===== src/rtl/approx_mult_pkg.sv =====
// Shared types and helpers for the approximate-multiplier datapath blocks.
package approx_mult_pkg;

  localparam int PROD_W    = 16;
  localparam int ACC_W_DEF = 24;

  typedef enum logic {
    ST_ACCUM = 1'b0,
    ST_HOLD  = 1'b1
  } state_t;

  // Adds a and b as w-bit unsigned values. ovf reports a carry out of bit w-1;
  // the result either wraps modulo 2^w or clips to 2^w-1 when sat is set.
  // Operands must fit in 63 bits.
  function automatic logic [63:0] sat_add(input logic [63:0] a,
                                          input logic [63:0] b,
                                          input int unsigned w,
                                          input logic        sat,
                                          output logic       ovf);
    logic [64:0] s;
    logic [64:0] lim;
    lim = (65'd1 << w) - 65'd1;
    s   = {1'b0, a} + {1'b0, b};
    ovf = (s > lim);
    if (ovf && sat) s = lim;
    else            s = s & lim;
    return s[63:0];
  endfunction

endpackage


===== src/rtl/acc_sat_add.sv =====
// Combinational accumulator adder with carry detect and optional saturation.
module acc_sat_add import approx_mult_pkg::*; #(
  parameter int ACC_W = ACC_W_DEF,
  parameter int ADD_W = PROD_W + 1,
  parameter bit SAT   = 1'b0
) (
  input  logic [ACC_W-1:0] i_a,
  input  logic [ADD_W-1:0] i_b,
  output logic [ACC_W-1:0] o_sum,
  output logic             o_ovf
);

  // Wide add, then wrap or clip back to the accumulator width.
  always_comb begin
    o_ovf = 1'b0;
    o_sum = ACC_W'(sat_add(64'(i_a), 64'(i_b), ACC_W, SAT, o_ovf));
  end

endmodule


===== src/rtl/approx_mac_acc.sv =====
// Frame accumulator for approximate-multiplier products: sums a frame of
// unsigned products and emits one dot-product result per frame.
// Optional feature macro: APPROX_BIAS_COMP_EN (adds BIAS per product and
// saturates the sum instead of wrapping).
//
// state     | meaning
// ST_ACCUM  | accepting products, summing into r_acc
// ST_HOLD   | frame result presented, waiting for out_ready
module approx_mac_acc #(
  parameter int                PROD_W  = approx_mult_pkg::PROD_W,
  parameter int                ACC_W   = approx_mult_pkg::ACC_W_DEF,
  parameter int                MAX_LEN = 256,
  parameter int                CNT_W   = 9,
  parameter logic [PROD_W-1:0] BIAS    = '0
) (
  input  logic              clk,
  input  logic              rst,
  input  logic              in_valid,
  output logic              in_ready,
  input  logic [PROD_W-1:0] prod,
  input  logic              in_last,
  output logic              out_valid,
  input  logic              out_ready,
  output logic [ACC_W-1:0]  acc_out,
  output logic [CNT_W-1:0]  out_count,
  output logic              overflow
);
  import approx_mult_pkg::*;

`ifdef APPROX_BIAS_COMP_EN
  localparam bit BIAS_ON = 1'b1;
`else
  localparam bit BIAS_ON = 1'b0;
`endif

  state_t             r_state;
  state_t             w_state_nxt;
  logic [ACC_W-1:0]   r_acc;
  logic [CNT_W-1:0]   r_cnt;
  logic               r_ovf;
  logic [ACC_W-1:0]   r_acc_out;
  logic [CNT_W-1:0]   r_cnt_out;
  logic               r_ovf_out;
  logic [ACC_W-1:0]   w_sum;
  logic               w_add_ovf;
  logic [PROD_W:0]    w_addend;
  logic [CNT_W-1:0]   w_cnt_inc;
  logic               w_take;
  logic               w_close;
  logic               w_release;

  // Bias is folded in before the accumulator add so its carry is seen too.
  assign w_addend  = {1'b0, prod} + (BIAS_ON ? {1'b0, BIAS} : '0);
  assign w_take    = in_valid && (r_state == ST_ACCUM);
  assign w_cnt_inc = r_cnt + CNT_W'(1);
  assign w_close   = w_take && (in_last || (w_cnt_inc == CNT_W'(MAX_LEN)));
  assign w_release = (r_state == ST_HOLD) && out_ready;

  acc_sat_add #(
    .ACC_W (ACC_W),
    .ADD_W (PROD_W + 1),
    .SAT   (BIAS_ON)
  ) u_add (
    .i_a   (r_acc),
    .i_b   (w_addend),
    .o_sum (w_sum),
    .o_ovf (w_add_ovf)
  );

  // State register.
  always_ff @(posedge clk or posedge rst) begin
    if (rst) r_state <= ST_ACCUM;
    else     r_state <= w_state_nxt;
  end

  // Next-state: close a frame on last/limit, reopen after the result handshake.
  always_comb begin
    w_state_nxt = r_state;
    case (r_state)
      ST_ACCUM: if (w_close)   w_state_nxt = ST_HOLD;
      ST_HOLD:  if (out_ready) w_state_nxt = ST_ACCUM;
      default:                 w_state_nxt = ST_ACCUM;
    endcase
  end

  // Running sum, product count and sticky overflow for the open frame.
  always_ff @(posedge clk or posedge rst) begin
    if (rst) begin
      r_acc <= '0;
      r_cnt <= '0;
      r_ovf <= 1'b0;
    end else if (w_release) begin
      r_acc <= '0;
      r_cnt <= '0;
      r_ovf <= 1'b0;
    end else if (w_take) begin
      r_acc <= w_sum;
      r_cnt <= w_cnt_inc;
      r_ovf <= r_ovf | w_add_ovf;
    end
  end

  // Result registers capture the closing product's totals in the same cycle.
  always_ff @(posedge clk or posedge rst) begin
    if (rst) begin
      r_acc_out <= '0;
      r_cnt_out <= '0;
      r_ovf_out <= 1'b0;
    end else if (w_close) begin
      r_acc_out <= w_sum;
      r_cnt_out <= w_cnt_inc;
      r_ovf_out <= r_ovf | w_add_ovf;
    end
  end

  assign in_ready  = (r_state == ST_ACCUM);
  assign out_valid = (r_state == ST_HOLD);
  assign acc_out   = r_acc_out;
  assign out_count = r_cnt_out;
  assign overflow  = r_ovf_out;

endmodule


===== config.mk =====
export PLATFORM = sky130hd
export DESIGN_NAME = approx_mac_acc
export DESIGN_NICKNAME = d
export VERILOG_FILES = /design/src/rtl/approx_mult_pkg.sv /design/src/rtl/acc_sat_add.sv /design/src/rtl/approx_mac_acc.sv
export SDC_FILE = /design/constraint.sdc
export NUM_CORES = 1
export LEC_CHECK = 0
export ABC_AREA = 1
export CAP_MARGIN = 25
export CORE_MARGIN = 5
export CORE_UTILIZATION = 40
export DETAILED_ROUTE_END_ITERATION = 8
export PLACE_DENSITY_LB_ADDON = 0.05
export SLEW_MARGIN = 20
export SYNTH_ARGS = -nofsm -noshare
export SYNTH_HDL_FRONTEND = slang
export SYNTH_SLANG_ARGS = --single-unit

===== constraint.sdc =====
create_clock -name clk -period 3.4 [get_ports clk]
set_clock_uncertainty 0.2 [all_clocks]
set_input_delay 1.02 -clock clk [delete_from_list [all_inputs] [get_ports clk]]
set_output_delay 1.02 -clock clk [all_outputs]
set_load 0.01 [all_outputs]

==> run metrics <==
postcts setup bufs 0; VDD IR max ~350 µV; Yosys cell types 31; critical path class input port to flop; Area Overhead vs Synth 22.0%; Main synth FF type dfrtp_1; Leakage roughly 0.0025 µW; DRT Wirelength around 10,000 µm; YS warnings 0; drt drc 0; CTS Buf Count 9; max_cap viols 0; post-synthesis register bit count 69; worst min path class flop to flop; Die Ht approximately 110 µm; Final Hold Violating Endpoints 0; area leader, netlist dfrtp_1; critical-path maximum fanout 4; cts hold-fix bufs 0; clock period minus worst slack approximately 3 ns; Final Slew Violations 0; Vias/cell roughly 4.8; Async SR Flop Fraction between 90% and 100%; Placer Congestion approximately 0.86; CP Launch Type input port; initial antenna violation count 0; I/O Buffers between 50 and 60; later-pin clock latency in the skew report 0.35 ns; Rows 36; Max Fclk 0.336 GHz; Net Count, Synth 588; grt ovf 0; CTS tree built; Synth area leaders dfrtp_1 (42%), nand2_1 (22%), ha_1 (5.5%); Tot GR Track Use 17.6%; crit path DAT between 3 and 4 ns; Req. time, crit path roughly 3.4 ns; Sink Count approximately 70; Pwr Total between 3000 and 4000 µW; status complete, no violations; root buf cell clkbuf_8; Die W approximately 110 µm; Final TNS setup 0 ns; syn avg cell area 7.45 µm²; PwrDens 726 nW/µm²; most common cell in the synthesized netlist nand2_1; die area 12,300 µm²; via count approximately 3,600; htree depth 3; Synth Cell Area ~4100 µm²; router iterations before antenna repair 4; Seq/Total Area, Yosys 42.3%; share of layout cells above drive strength 1 around 7.5%; Tcrit/Tclk final between 80% and 90%; EDFF count, synth 0; top-area cell type share of the netlist area approximately 42%; RSZ-0062 raised after global routing no; largest net degree at the start of global routing 40; Layout Nets around 650; number of routed nets with antenna violations 0; Worst Setup End Kind flop; Post-synth top cells nand2_1 (235), dfrtp_1 (69), inv_1 (55); detailed-placement wirelength estimate 7800 µm; total core area around 9900 µm²; # IOs 57; # setup viols final 0; worst slew pin tran around 0.94 ns; Initial Utilization a little over 40%; Clock Tree Buf Depth 2; DR WL/cell 13.9 µm; first-pass GRT wire length 17,900 µm; initial DRC count 125; Cells after Synth approximately 550; ANT cells 0; via count of the first global-routing pass approximately 3,700; CTS resizes 0; CTS clk-pin slew, worst paths ~0.080 ns; max_slew headroom 37.3%
-- registers in the layout, summed over array words and instances, names as in the netlist --
name	flops
acc_out	24
r_acc	24
out_count	9
r_cnt	9
out_valid	1
overflow	1
r_ovf	1
-- logic make-up (layout without fill, tap and decap cells) --
group / count (synthesis) / after routing / share of synthesized area [%]
compound gates: 47 / 47 / 7.23
xor+xnor: 15 / 15 / 3.22
fa+ha+maj: 19 / 19 / 6.00
buf+inv: 70 / 135 / 7.53
flops: 69 / 69 / 42.3
simple gates: 328 / 328 / 33.8
-- where the power goes --
part	leakage, µW	switching [µW]	internal, µW	total [µW]
combinational	0.00156	965	731	1700
sequential	0.000899	181	1070	1250
clock	0.0000915	336	335	670
total	0.00255	1480	2130	3620
-- critical path: stages --
cell and delay [ns]:
clkdlybuf4s50_1 0.43, ha_1 0.24, fa_1 0.41, nand2_1 0.08, nand2_1 0.09, nand3_1 0.12
nand2_1 0.11, nand2_1 0.08, nand2_1 0.13, xor2_1 0.19, nand2_1 0.07, nand2_1 0.05
-- final timing paths --
check,cells after the start,from,slack [ns],end
setup / recovery,12,prod[0],0.43,acc_out[16]$_DFFE_PP0P_
hold / removal,2,acc_out[8]$_DFFE_PP0P_,0.28,acc_out[8]$_DFFE_PP0P_
setup reg to reg,11,r_cnt[0]$_DFFE_PP0P_,0.90,acc_out[14]$_DFFE_PP0P_
hold reg to reg,2,acc_out[8]$_DFFE_PP0P_,0.28,acc_out[8]$_DFFE_PP0P_
max in group asynchronous,4,rst,1.49,acc_out[10]$_DFFE_PP0P_
min in group asynchronous,2,rst,0.81,acc_out[4]$_DFFE_PP0P_
-- placed cells by master, fill, tap and decap left out, types with 2 or more instances in the layout --
cell	n
nand2_1	235
dfrtp_1	69
clkdlybuf4s50_1	56
inv_1	54
nand3_1	26
nor2_1	25
ha_1	18
o21ai_0	14
xor2_1	13
nand2_2	13
a21oi_1	12
nand4_1	11
a22o_1	10
clkbuf_8	9
nor3_1	5
o22ai_1	5
buf_4	5
nor2_2	3
nand3b_1	3
o21a_1	3
or2_2	2
xnor2_1	2
nand3_2	2
o21bai_1	2
inv_2	2
clkinvlp_4	2
clkinv_2	2
buf_12	2
-- layer usage --
layer | part of all wire (%) | wire (µm) | GRT usage (%)
met1 | 48 | 5010 | 23.8
met2 | 46 | 4790 | 29.1
met3 | 4.0 | 415 | 3.06
met4 | 1.3 | 134 | 5.11
met5 | 0 | 0 | 0
-- area by class of cell --
cell class,count,area [µm²]
repair buffers,63,638
flip-flops and latches,69,1730
well taps,133,166
multi-input cells,409,2050
fillers,996,4880
inverters,57,214
clock inverters,6,63.8
clock buffers,9,124
-- through the flow --
step	worst slack, ns	cell area [µm²]	std cells	util, %	hold WS [ns]
final	0.426	4980	746	50.5	0.280
after global routing	0.270	4980	746	50.5	0.301
after CTS	0.440	4980	746	50.5	0.283
after detailed placement	0.0659	4800	731	48.6	0.262
after global placement	0.128	4800	731	48.6	0.258
after floorplan	0.440	4090	548	-	0.253
Power figures use the tool's default switching activity.
